$ cat config.mk
export PLATFORM = sky130hd
export DESIGN_NAME = vmask_scan
export DESIGN_NICKNAME = d
export VERILOG_FILES = /design/src/rtl/vmask_scan.sv
export SDC_FILE = /design/constraint.sdc
export NUM_CORES = 1
export LEC_CHECK = 0
export ABC_AREA = 0
export CORE_ASPECT_RATIO = 0.6
export CORE_MARGIN = 5
export CORE_UTILIZATION = 50
export DETAILED_ROUTE_END_ITERATION = 10
export GPL_ROUTABILITY_DRIVEN = 1
export HOLD_SLACK_MARGIN = 0.12
export PLACE_DENSITY_LB_ADDON = 0.12
export SETUP_SLACK_MARGIN = 0.5
export SKIP_CTS_REPAIR_TIMING = 1
export SLEW_MARGIN = 5
export SYNTH_ARGS = -nofsm -noshare
export SYNTH_HDL_FRONTEND = slang
export SYNTH_SLANG_ARGS = --single-unit
export TNS_END_PERCENT = 100
$ cat constraint.sdc
create_clock -name clk -period 6.35 [get_ports clk]
set_input_delay 0.9525 -clock clk [delete_from_list [all_inputs] [get_ports clk]]
set_output_delay 0.9525 -clock clk [all_outputs]
set_load 0.005 [all_outputs]
$ cat src/rtl/vmask_scan.sv
// Mask-scan unit: reduces a streamed mask register to vcpop.m / vfirst.m results.
// Three register stages: active-bit capture, per-beat reduction, accumulate/emit FSM.
module vmask_scan #(
    parameter int REQ_ADDR_WIDTH  = 32,
    parameter int RESP_DATA_WIDTH = 64,
    parameter int IDX_WIDTH       = 16
) (
    input  logic                       clk,
    input  logic                       rst,
    input  logic                       in_valid,
    input  logic                       in_start,
    input  logic                       in_end,
    input  logic                       in_op,
    input  logic [RESP_DATA_WIDTH-1:0] in_vec,
    input  logic [RESP_DATA_WIDTH-1:0] in_mask,
    input  logic [IDX_WIDTH-1:0]       in_start_idx,
    input  logic [REQ_ADDR_WIDTH-1:0]  in_addr,
    output logic [REQ_ADDR_WIDTH-1:0]  out_addr,
    output logic [RESP_DATA_WIDTH-1:0] out_vec,
    output logic                       out_valid
);
    localparam int LW = $clog2(RESP_DATA_WIDTH);
    localparam int PW = LW + 1;
    localparam int CW = IDX_WIDTH + 1;

    // state  | meaning
    // IDLE   | no operation open; non-start beats are dropped
    // ACCUM  | operation open; beats fold into the accumulators
    typedef enum logic {S_IDLE, S_ACCUM} state_t;

    logic [RESP_DATA_WIDTH-1:0] w_act;
    logic [RESP_DATA_WIDTH-1:0] r_s0_act;
    logic [IDX_WIDTH-1:0]       r_s0_idx;
    logic [REQ_ADDR_WIDTH-1:0]  r_s0_addr;
    logic                       r_s0_start, r_s0_end, r_s0_op, r_s0_valid;

    logic [PW-1:0]              w_pop;
    logic [LW-1:0]              w_lsb;
    logic [IDX_WIDTH-1:0]       w_first;
    logic [PW-1:0]              r_s1_pop;
    logic                       r_s1_hit;
    logic [IDX_WIDTH-1:0]       r_s1_first;
    logic [REQ_ADDR_WIDTH-1:0]  r_s1_addr;
    logic                       r_s1_start, r_s1_end, r_s1_op, r_s1_valid;

    state_t                     r_state, w_state_nxt;
    logic [CW-1:0]              r_acc_cnt, w_cnt_nxt;
    logic [CW:0]                w_sum;
    logic                       r_found, w_found_nxt;
    logic [IDX_WIDTH-1:0]       r_first_idx, w_first_nxt;
    logic                       r_op, w_op_nxt;
    logic                       w_emit;
    logic [RESP_DATA_WIDTH-1:0] w_result;

    assign w_act = in_vec & in_mask;

    always_ff @(posedge clk) begin
        if (rst) begin
            r_s0_act   <= '0;
            r_s0_idx   <= '0;
            r_s0_addr  <= '0;
            r_s0_start <= 1'b0;
            r_s0_end   <= 1'b0;
            r_s0_op    <= 1'b0;
            r_s0_valid <= 1'b0;
        end else begin
            r_s0_act   <= w_act & {RESP_DATA_WIDTH{in_valid}};
            r_s0_idx   <= in_start_idx & {IDX_WIDTH{in_valid}};
            r_s0_addr  <= in_addr & {REQ_ADDR_WIDTH{in_valid}};
            r_s0_start <= in_start & in_valid;
            r_s0_end   <= in_end & in_valid;
            r_s0_op    <= in_op & in_valid;
            r_s0_valid <= in_valid;
        end
    end

    always_comb begin
        w_pop = '0;
        for (int i = 0; i < RESP_DATA_WIDTH; i++) begin
            w_pop = w_pop + PW'(r_s0_act[i]);
        end
    end

    // Scanning downward lets the lowest set bit win the final assignment.
    always_comb begin
        w_lsb = '0;
        for (int i = RESP_DATA_WIDTH - 1; i >= 0; i--) begin
            if (r_s0_act[i]) w_lsb = LW'(i);
        end
    end

    assign w_first = r_s0_idx + IDX_WIDTH'(w_lsb);

    always_ff @(posedge clk) begin
        if (rst) begin
            r_s1_pop   <= '0;
            r_s1_hit   <= 1'b0;
            r_s1_first <= '0;
            r_s1_addr  <= '0;
            r_s1_start <= 1'b0;
            r_s1_end   <= 1'b0;
            r_s1_op    <= 1'b0;
            r_s1_valid <= 1'b0;
        end else begin
            r_s1_pop   <= w_pop;
            r_s1_hit   <= |r_s0_act;
            r_s1_first <= w_first;
            r_s1_addr  <= r_s0_addr;
            r_s1_start <= r_s0_start;
            r_s1_end   <= r_s0_end;
            r_s1_op    <= r_s0_op;
            r_s1_valid <= r_s0_valid;
        end
    end

    always_comb begin
        w_state_nxt = r_state;
        w_cnt_nxt   = r_acc_cnt;
        w_found_nxt = r_found;
        w_first_nxt = r_first_idx;
        w_op_nxt    = r_op;
        w_emit      = 1'b0;
        w_sum       = {1'b0, r_acc_cnt} + (CW+1)'(r_s1_pop);
        if (r_s1_valid) begin
            if (r_s1_start) begin
                w_cnt_nxt   = CW'(r_s1_pop);
                w_found_nxt = r_s1_hit;
                w_first_nxt = r_s1_first;
                w_op_nxt    = r_s1_op;
                w_emit      = r_s1_end;
                w_state_nxt = r_s1_end ? S_IDLE : S_ACCUM;
            end else if (r_state == S_ACCUM) begin
                w_cnt_nxt = w_sum[CW] ? '1 : w_sum[CW-1:0];
                if (!r_found && r_s1_hit) begin
                    w_found_nxt = 1'b1;
                    w_first_nxt = r_s1_first;
                end
                if (r_s1_end) begin
                    w_emit      = 1'b1;
                    w_state_nxt = S_IDLE;
                end
            end
        end
        if (!w_op_nxt)        w_result = RESP_DATA_WIDTH'(w_cnt_nxt);
        else if (w_found_nxt) w_result = RESP_DATA_WIDTH'(w_first_nxt);
        else                  w_result = '1;
    end

    always_ff @(posedge clk) begin
        if (rst) begin
            r_state     <= S_IDLE;
            r_acc_cnt   <= '0;
            r_found     <= 1'b0;
            r_first_idx <= '0;
            r_op        <= 1'b0;
            out_valid   <= 1'b0;
            out_vec     <= '0;
            out_addr    <= '0;
        end else begin
            r_state     <= w_state_nxt;
            r_acc_cnt   <= w_cnt_nxt;
            r_found     <= w_found_nxt;
            r_first_idx <= w_first_nxt;
            r_op        <= w_op_nxt;
            out_valid   <= w_emit;
            if (w_emit) begin
                out_vec  <= w_result;
                out_addr <= r_s1_addr;
            end
        end
    end
endmodule

# Word level (Yosys, flattened, before mapping)
# Index checks and enable logic that the tools add are counted.
# op_classes
mux	87
bitwise	7
add_sub_neg	65
n_reduce_logical	3
# ops
op	n
7-bit by 1-bit adder with 7-bit output	57
6-bit 2-to-1 mux	64
64-bit bitwise AND	2
64-bit 2-to-1 mux	2
17-bit 2-to-1 mux	4
16-bit 2-to-1 mux	4
64-bit OR reduction	1
32-bit bitwise AND	1
17-bit by 7-bit adder with 18-bit output	1
16-bit by 6-bit adder with 16-bit output	1
16-bit bitwise AND	1
1-bit 2-to-1 mux	13
6-bit by 1-bit adder with 7-bit output	1
5-bit by 1-bit adder with 6-bit output	1
4-bit by 1-bit adder with 5-bit output	1
3-bit by 1-bit adder with 4-bit output	1
2-bit by 1-bit adder with 3-bit output	1
1-bit bitwise AND	3
1-bit by 1-bit adder with 2-bit output	1
1-bit logical AND	1
1-bit zero test	1
# word_totals
inputBits	182
regBits	309
word_cells	185

# Logic depth before layout (Yosys ltp)
# logic_depth
ltp_word	65
depth_mapped	23

# Worst setup path before layout
# Ideal clock, no wire load.
# synth_timing
path_kind	reg-to-reg
from	reg r_s0_act[23]
to	reg r_s1_pop[5]
required_time_ns	6.222
path_buffers	0
t_arrival_ns	5.544
slack_ns	0.679
synth_period_minus_slack_ns	5.671
stages_incl_launch_ff	20
cell_sequence	dfxtp_1 inv_1 fa_1 inv_1 fa_1 fa_1 inv_1 fa_1 fa_1 inv_1 fa_1 fa_1 fa_1 ha_1 a21o_1 a21oi_1 o21bai_1 a21oi_1 xor2_1 nor2_1
# synth_between
elab_chain_len	41
# synth_lines
item	line_no	rtl
from (decl)	32	logic [RESP_DATA_WIDTH-1:0] r_s0_act;
from (signal assigned)	67	r_s0_act <= w_act & {RESP_DATA_WIDTH{in_valid}};
7-bit by 1-bit adder with 7-bit output (41 in series)	80	w_pop = w_pop + PW'(r_s0_act[i]);
to (signal assigned)	105	r_s1_pop <= w_pop;
to (decl)	40	logic [PW-1:0] r_s1_pop;
# Every way passes these cells.
# A chain may end at the register's enable or synchronous reset.

# Worst setup path after layout
# layout_timing
from	reg r_s0_act[53]
to	reg r_s1_pop[6]
# layout_between
elab_chain_len	11
# layout_lines
item	line_no
7-bit by 1-bit adder with 7-bit output (11 in series)	80
# Every way passes these cells.

==> out/metrics.cfg <==
[status]
status=finished clean

[synth]
synth_edf_count=0
syn_area_um2=11680
syn_inst=1228
synth-async-reset-ratio_pct=0
synth_ff_type=dfxtp_1
synthDistinctLibCells=62
yosysWarningCount=0
synth.avg_cell_area_um2=9.514
synth_nets=1495
synth_seq_cells=263
yosysSeqAreaShare_pct=45.06

[global_route]
antenna_found_initial=6
track_usage_pct=22.35
grt_overflow=0
grt_pass1_wl_mm=48.29
grt_pass1_vias=9076
grt_max_degree=117

[worst_setup_path]
arrival_ps=6220
crit_start=r_s0_act[53]
critPathCaptureType=register
cpLargestDelayFamily=adder cells
crit_type=reg -> reg
cp.required_ps=6760
r2r-end=r_s1_pop[6]
slowest_delay_ps=540
crit_chain=fa_1 > inv_1 > fa_1 > inv_2 > fa_1 > inv_1 > fa_1 > inv_2 > fa_1 > inv_2 > fa_2 > fa_2 > fa_2 > inv_2 > ha_4 > inv_2 > fa_2 > nor2b_2 > o21ai_1 > nand2b_1 > a21o_1 > a21oi_2 > nor2_1
r2r-start=r_s0_act[53]
crit_fanout=2
crit_buf_inv=7
crit_slowest_cell=fa_2
rr_worst_depth=23
rrSetupSlack_ps=540
start_kind=register

[pwr]
finalPower_uw=3858
internal_power_uw=2896
power.density_nw_per_um2=251.6
ir_worst_vdd_mv=0.1875
power.switching_uw=962.1
seq_power_share_pct=44.9
clkPwrFrac_pct=38.6
pwr-share-comb_pct=16.5
netSwitchingFraction_pct=24.94
leakage_uw=0.006369

[floorplanning]
initial_core_util_pct=50.74
core-area_um2=23030
num_rows=43
fp.dieW_um=207.3
die_h_um=128.4
ios=279
die_area_um2=26630

[placement]
hpwl_mm=23.67
io_buffers=278
gp_routability_congestion=0.9395
place_inst=1733

[timing]
tns_ps=0
hold_viol_final=0
tightest_slew_ps=1234
setup-violations-final=0
maxSlewHeadroom_pct=15.63
fin_crit_ps=5808
rsz0062_at_grt=yes
fmax_mhz=172.2
hold_ws_ps=431.9
finalCritPeriodShare_pct=91.46
slew_viol_final=0
clock_skew_ps=7.752

[cells_and_area]
layout_common_cells=clkdlybuf4s50_1, dfxtp_1, nand2_1
fin_nets=1717
final.fill_count=1902
final_util_pct=66.58
multiInputGateArea_um2=5598
final_common_cell=clkdlybuf4s50_1
drive_above_1_share_pct=7.289
syn_to_final_growth_pct=31.22
final_cells=1784
final-seq-area_um2=5294

[clock_tree]
cts_root_buf=clkbuf_16
path_clk_slew_ps=60
cts_max_level=1
cts_made_buffers=24
clock_latency_ps=530
cts.path.max_buffers=3
cts_tree=built
cts_sinks=263

[worst_hold_path]
hold_end=out_addr[9]
min_path_cells=2
min_from=r_s1_addr[9]
hp-class=reg -> reg

[job]
maxCapViolCount=0

[routing]
drt-initial-drc-count=589
drc=0
via_per_inst=5.119
drtPass1Iterations=5
antenna_left=0
num_vias=9133
routed_wl_mm=30.59
wl_per_cell_um=17.15

[flip-flops by register name, indices dropped and copies added, names as in the netlist, 7 cells and up]
register and count:
r_acc_cnt 17, r_first_idx 16, out_vec 18, r_s0_act 64
out_addr 32, r_s1_first 16, r_s1_addr 32, r_s1_pop 7
r_s0_addr 32, r_s0_idx 16
[metrics by stage]
stage                     instance area (um^2)  setup slack (ps)
after floorplan                          11680             678.6
after global placement                   14360             526.9
after detailed placement                 14360             439.8
after CTS                                15190             414.6
after global routing                     15330             337.5
final                                    15330             542.1
[metal layers]
| layer | global-route usage (%) | part of all wire, % |
|---|---|---|
| met1 | 33.69 | 48 |
| met2 | 30.50 | 39 |
| met3 | 9.235 | 11 |
| met4 | 3.341 | 1.0 |
| met5 | 0 | 0.27 |
[tightest hold or removal path: cells and delay by family, from the launching register on]
kind | cells | cell delay, ps
compound gates | 1 | 50
simple gates | 1 | 40
flops | 1 | 300
[synth_stat cells (all sizes together) (3+ instances only)]
master,n,area share (%)
fa,56,9.6
o21ai,27,1.3
or4,4,0.26
nor4,19,1.0
nand2,98,3.2
nor2,82,2.7
and2,56,3.0
nor3,23,1.1
a41o,3,0.26
a22o,5,0.37
o31ai,5,0.32
a221oi,7,0.52
a211oi,13,0.84
inv,92,3.0
and3,69,3.7
mux2i,18,1.5
nand2b,9,0.48
xnor2,12,0.90
a21oi,94,4.0
nor2b,47,2.5
a31oi,4,0.21
o22ai,7,0.37
nand4,12,0.64
o211ai,5,0.32
dfxtp,263,45
buf,59,3.6
o21a,8,0.51
nand3,17,0.73
a21o,8,0.51
clkbuf,34,1.1
a41oi,4,0.30
ha,29,3.1
o21bai,4,0.26
xor2,7,0.52
[how the worst max path moves through the flow]
stage                              to  cells after the start
after global routing      r_s1_pop[6]                     23
after global placement    r_s1_pop[5]                     19
after detailed placement  r_s1_pop[5]                     19
after floorplan           r_s1_pop[5]                     19
final                     r_s1_pop[6]                     23
after CTS                 r_s1_pop[5]                     19
[power by group through the flow]
stage | sequential, uW | clock, uW | combinational, uW
finish | 1730 | 1490 | 637
global route | 1740 | 1600 | 745
CTS | 1730 | 1520 | 598
detailed placement | 1770 | 0 | 596
global placement | 1770 | 0 | 582
floorplan | 1760 | 0 | 384
[final cells by class]
type	instances	share of cell area, %
diodes	1	0.01632
clock buffers	37	4.693
clock inverters	7	0.7508
inverters	92	2.253
multi-input cells	780	36.51
flip-flops and latches	263	34.53
well taps	315	2.571
repair buffers	289	18.67
[cells by family (layout without fill, tap and decap cells)]
logic type	after synthesis	count (layout)	synth area share (%)
buffers and inverters	185	425	7.603
DFF	263	263	45.06
xor gates and xnor gates	19	19	1.424
other	0	1	0
and+or+nand+nor	444	444	19.88
muxes	20	20	1.735
AOI/OAI and AO/OA	212	212	11.60
adders and majority gates	85	85	12.70
Note: power is estimated with default switching activity, not from simulation.
